==> src/rtl/pattern_logger_pkg.sv <==
// Shared defaults and helpers for the pattern event logger and its FIFO.
package pattern_logger_pkg;

  localparam int TS_WIDTH_DEF   = 16;
  localparam int CNT_WIDTH_DEF  = 8;
  localparam int FIFO_DEPTH_DEF = 4;

  function automatic int clog2(input int n);
    int r;
    r = 0;
    for (int v = n - 1; v > 0; v = v >> 1) r++;
    return r;
  endfunction

endpackage

==> src/rtl/sync_fifo_fwft.sv <==
// First-word-fall-through FIFO with occupancy level and synchronous clear.
module sync_fifo_fwft
  import pattern_logger_pkg::*;
#(
  parameter int WIDTH = 16,
  parameter int DEPTH = 4
) (
  input  logic                    i_clk,
  input  logic                    i_resetn,
  input  logic                    clear_i,
  input  logic                    push_i,
  input  logic                    pop_i,
  input  logic [WIDTH-1:0]        din_i,
  output logic [WIDTH-1:0]        dout_o,
  output logic                    full_o,
  output logic                    empty_o,
  output logic [clog2(DEPTH):0]   level_o
);

  localparam int AW = clog2(DEPTH);
  localparam int LW = AW + 1;

  logic [WIDTH-1:0] mem_q [DEPTH];
  logic [AW-1:0]    wr_ptr_q, wr_ptr_d;
  logic [AW-1:0]    rd_ptr_q, rd_ptr_d;
  logic [LW-1:0]    level_q, level_d;
  logic             push_ok, pop_ok;

  assign empty_o = (level_q == '0);
  assign full_o  = (level_q == LW'(DEPTH));
  assign level_o = level_q;
  assign dout_o  = empty_o ? '0 : mem_q[rd_ptr_q];

  // A full FIFO still accepts a push when the head leaves on the same edge.
  assign pop_ok  = pop_i & ~empty_o;
  assign push_ok = push_i & (~full_o | pop_ok);

  always_comb begin
    wr_ptr_d = wr_ptr_q;
    rd_ptr_d = rd_ptr_q;
    level_d  = level_q;
    if (clear_i) begin
      wr_ptr_d = '0;
      rd_ptr_d = '0;
      level_d  = '0;
    end else begin
      if (push_ok) wr_ptr_d = wr_ptr_q + AW'(1);
      if (pop_ok)  rd_ptr_d = rd_ptr_q + AW'(1);
      if (push_ok && !pop_ok)      level_d = level_q + LW'(1);
      else if (pop_ok && !push_ok) level_d = level_q - LW'(1);
    end
  end

  always_ff @(posedge i_clk or negedge i_resetn) begin
    if (!i_resetn) begin
      wr_ptr_q <= '0;
      rd_ptr_q <= '0;
      level_q  <= '0;
    end else begin
      wr_ptr_q <= wr_ptr_d;
      rd_ptr_q <= rd_ptr_d;
      level_q  <= level_d;
    end
  end

  always_ff @(posedge i_clk) begin
    if (push_ok && !clear_i) mem_q[wr_ptr_q] <= din_i;
  end

endmodule

==> src/rtl/pattern_event_logger.sv <==
// Timestamps detector pulses into a FWFT FIFO; keeps a saturating event count and sticky overflow.
module pattern_event_logger
  import pattern_logger_pkg::*;
#(
  parameter int TS_WIDTH   = TS_WIDTH_DEF,
  parameter int CNT_WIDTH  = CNT_WIDTH_DEF,
  parameter int FIFO_DEPTH = FIFO_DEPTH_DEF
) (
  input  logic                        i_clk,
  input  logic                        i_resetn,
  input  logic                        i_enable,
  input  logic                        i_clear,
  input  logic                        i_pattern_found,
  output logic                        o_ts_valid,
  output logic [TS_WIDTH-1:0]         o_ts_data,
  input  logic                        i_ts_ready,
  output logic [CNT_WIDTH-1:0]        o_event_count,
  output logic [clog2(FIFO_DEPTH):0]  o_fifo_level,
  output logic                        o_overflow
);

  logic [TS_WIDTH-1:0]  ts_q, ts_d;
  logic [CNT_WIDTH-1:0] cnt_q, cnt_d;
  logic                 ovf_q, ovf_d;
  logic                 event_hit, pop, drop, fifo_full, fifo_empty;

  assign event_hit = i_pattern_found & i_enable;
  assign pop       = o_ts_valid & i_ts_ready;
  assign drop      = event_hit & fifo_full & ~pop;

  sync_fifo_fwft #(
    .WIDTH (TS_WIDTH),
    .DEPTH (FIFO_DEPTH)
  ) u_fifo (
    .i_clk    (i_clk),
    .i_resetn (i_resetn),
    .clear_i  (i_clear),
    .push_i   (event_hit & ~i_clear),
    .pop_i    (pop & ~i_clear),
    .din_i    (ts_q),
    .dout_o   (o_ts_data),
    .full_o   (fifo_full),
    .empty_o  (fifo_empty),
    .level_o  (o_fifo_level)
  );

  assign o_ts_valid    = ~fifo_empty;
  assign o_event_count = cnt_q;
  assign o_overflow    = ovf_q;

  always_comb begin
    ts_d  = ts_q;
    cnt_d = cnt_q;
    ovf_d = ovf_q;
    if (i_clear) begin
      ts_d  = '0;
      cnt_d = '0;
      ovf_d = 1'b0;
    end else begin
      if (i_enable) ts_d = ts_q + TS_WIDTH'(1);
      if (event_hit && cnt_q != '1) cnt_d = cnt_q + CNT_WIDTH'(1);
      if (drop) ovf_d = 1'b1;
    end
  end

  always_ff @(posedge i_clk or negedge i_resetn) begin
    if (!i_resetn) begin
      ts_q  <= '0;
      cnt_q <= '0;
      ovf_q <= 1'b0;
    end else begin
      ts_q  <= ts_d;
      cnt_q <= cnt_d;
      ovf_q <= ovf_d;
    end
  end

endmodule

==> config.mk <==
export PLATFORM = sky130hd
export DESIGN_NAME = pattern_event_logger
export DESIGN_NICKNAME = d
export VERILOG_FILES = /design/src/rtl/pattern_logger_pkg.sv /design/src/rtl/sync_fifo_fwft.sv /design/src/rtl/pattern_event_logger.sv
export SDC_FILE = /design/constraint.sdc
export NUM_CORES = 1
export LEC_CHECK = 0
export ABC_AREA = 1
export BUFFER_PORTS_ARGS = -buffer_cell sky130_fd_sc_hd__buf_2
export CAP_MARGIN = 15
export CELL_PAD_IN_SITES_DETAIL_PLACEMENT = 1
export CELL_PAD_IN_SITES_GLOBAL_PLACEMENT = 1
export CORE_UTILIZATION = 47
export CTS_CLUSTER_SIZE = 20
export DETAILED_ROUTE_END_ITERATION = 10
export HOLD_SLACK_MARGIN = 0.15
export PLACE_DENSITY_LB_ADDON = 0.15
export SYNTH_ARGS = -nofsm -noshare
export SYNTH_HDL_FRONTEND = slang
export SYNTH_HIERARCHICAL = 1
export SYNTH_SLANG_ARGS = --single-unit
==> constraint.sdc <==
create_clock -name i_clk -period 3 [get_ports i_clk]
set_input_delay 0.6 -clock i_clk [delete_from_list [all_inputs] [get_ports i_clk]]
set_output_delay 0.6 -clock i_clk [all_outputs]
set_load 0.005 [all_outputs]
==> impl_results.md <==
* Run status: completed
* Post-Route Skew at 0.0112 ns
* Cts repair resizes at 0
* Yosys reg bits at 96
* Final net count at 494
* Largest net degree at the start of global routing at 34
* Vias in the first global route at 3402
* Synth Cell Area at 4440 um2
* Placed cell areas at 4720 um2
* Number of enable flip-flop cells after synthesis at 64
* Layout cells sized above 1 at 17.3%
* Top Ports at 35
* CP startpoint kind: register
* # DRC at 0
* Fillcell total at 1071
* Top_reg_cell synth: edfxtp_1
* Die area at 9830 um2
* Total Routing Usage GR at 22.8%
* Remaining Overflow, GRT at 0
* Hold_ws at 0.313 ns
* ANT cells at 0
* Worst slew margin at 46.3%
* Share of power burned in registers at 58.2%
* Async SR Flop Fraction at 33.3%
* P_sw at between 0.5 and 0.6 mW
* Tmin final at 2.52 ns
* Final Hold Vio Count at 0
* CTS hold repair buffers at 0
* Final period util at 83.9%
* Slew @ Worst Pin at around 0.80 ns
* Commonest non-fill, non-tap cell in the layout: nor2_1
* Hpwl dp at 6.85 mm
* Die W at 99.2 um
* CTS root buf: clkbuf_8
* Postcts setup bufs at 0
* Design Area, Final at 4910 um2
* Port buffer count at 34
* Setup tns final at 0 ns
* Max Cap Viol at 0
* CTS tree: done
* Max-slew violation count at 0
* Initial Utilization at 48.2%
* Worst vdd ir at 231 uV
* Req. time, crit path at 2.40 ns
* Clock power share at 34.1%
* # rows at 35
* Die Y at 99.2 um
* R2R cell count at 18
* Int Power at approximately 1.9 mW
* Leak at ~2.1 nW
* Critical-path maximum fanout at 32
* TritonCTS buffer count at 9
* H-Tree Depth at 3
* Unique masters post-synth at 34
* Hold WC Path Type: input port to async pin
* WP data arrival at between 1.5 and 2 ns
* Routed wire length at 10.1 mm
* Crit Path Class: register to output port
* Power per cell area at 500 nW/um2
* Worst-case clock buffer depth at 2
* Area delta synth->final at 10.8%
* R2r endpoint: u_fifo/level_o[2]
* Remaining antenna violation count at 0
* Final setup vio count at 0
* Routed vias/inst at around 5.3
* Reg-to-Reg Start: u_fifo/level_o[2]
* Core area at 9200 um2
* First-pass GRT wire length at 17.0 mm
* Sw Share at approximately a quarter
* CTS Sinks at 96
* Register area share after synthesis at 61.4%
* Reg clk slew, reported paths at 0.10 ns
* Synth warnings at 6
* Logic pwr share at between 7 and 8%
* Synthesized instance count at 442
* WL/cell at 17.0 um
* Worst setup EP type: output port
* Syn Area/Cell at between 10 and 15 um2
* Unrepaired setup endpoints after global routing: false
* GP Congestion at around 0.76
* FF-to-FF setup slack at 0.49 ns
* Synthesized Nets at 455
* Initial antenna violation count at 0
* Total number of vias at 3185
* Commonest cells after routing, fill and taps aside: nor2_1, edfxtp_1, nand2_1
* 1st-pass router iterations at 4
* Max Freq at 397 MHz
* Initial drt markers at 79
* Clock Latency Late Sink at roughly 0.36 ns
[flip-flops by register name (all words and copies together), names as in the netlist]
| signal | count |
|---|---|
| ts_q | 16 |
| u_fifo/wr_ptr_q | 2 |
| o_event_count | 8 |
| u_fifo/mem_q | 64 |
| u_fifo/level_o | 3 |
| u_fifo/rd_ptr_q | 2 |
| o_overflow | 1 |
[cell type report]
class | count | area (um2) | share of cell area (%)
timing repair buffer | 41 | 223 | 4.53
tap | 111 | 139 | 2.83
sequential | 96 | 2720 | 55.4
inverter | 46 | 175 | 3.56
multi-input combinational | 287 | 1470 | 29.8
clock buffer | 11 | 131 | 2.67
clock inverter | 5 | 58.8 | 1.20
[worst max-delay path by stage]
stage | start | end | slack [ns] | cells after the start
detailed placement | u_fifo/level_o[2] | u_fifo/level_o[2] | 0.49 | 18
finish | u_fifo/rd_ptr_q[0] | o_ts_data[9] | 0.48 | 6
global placement | u_fifo/level_o[2] | u_fifo/level_o[2] | 0.66 | 18
CTS | u_fifo/rd_ptr_q[0] | o_ts_data[9] | 0.46 | 6
floorplan | u_fifo/level_o[2] | u_fifo/mem_q[0][0] | 0.32 | 12
global route | u_fifo/level_o[2] | u_fifo/level_o[2] | 0.24 | 18
[per-layer routing]
layer	global-route usage [%]	up-vias	routed length, um
met5	0	-	0
met4	6.56	0	99
met3	4.08	11	304
met2	41.5	49	5300
met1	27.7	1581	4420
li1	-	1544	-
[worst max-delay path: stages (launching register included)]
cell,delay [ns]
dfrtp_1,0.41
buf_4,0.36
nor2_1,0.10
nor2_1,0.13
o21ai_0,0.16
a21oi_1,0.24
buf_2,0.15
[cells in the mapped netlist (5+ instances only)]
cell | n | share of area [%]
nor2_1 | 91 | 7.7
edfxtp_1 | 64 | 43
nand2_1 | 60 | 5.1
inv_1 | 40 | 3.4
dfrtp_1 | 32 | 18
a21oi_1 | 27 | 3.0
o21ai_0 | 27 | 3.0
nand3_1 | 20 | 2.3
o21ai_1 | 16 | 1.8
ha_1 | 6 | 1.7
buf_2 | 5 | 0.56
inv_2 | 5 | 0.42
nand2_2 | 5 | 0.71
nand4_1 | 5 | 0.71
nor2_4 | 5 | 1.3
[through the flow]
| stage | utilization (%) | setup slack (ns) | instances | total power, mW |
|---|---|---|---|---|
| floorplan | - | 0.317 | 442 | 1.57 |
| global placement | 51.4 | 0.664 | 581 | 1.64 |
| detailed placement | 51.4 | 0.494 | 581 | 1.65 |
| CTS | 53.4 | 0.459 | 597 | 2.48 |
| global route | 53.4 | 0.238 | 597 | 2.55 |
| finish | 53.4 | 0.483 | 597 | 2.46 |
[cell families (layout without fill, tap and decap cells)]
logic type               Yosys count  count (layout)  synth area share, %
flip-flops                        96              96                 61.4
XOR/XNOR                           4               4                0.790
AND/OR/NAND/NOR                  202             202                 21.2
adder cells (fa/ha/maj)            7               7                 2.14
buffers and inverters             59             103                 5.61
AO/OA/AOI/OAI                     74              74                 8.94
[power groups by stage]
stage | Clock [mW] | Sequential [mW] | Combinational [mW]
after floorplan | 0 | 1.46 | 0.112
after global placement | 0 | 1.46 | 0.183
after detailed placement | 0 | 1.46 | 0.191
after CTS | 0.851 | 1.43 | 0.193
after global routing | 0.896 | 1.43 | 0.214
final | 0.839 | 1.43 | 0.189
No activity file was read; power rests on OpenSTA's default activity.
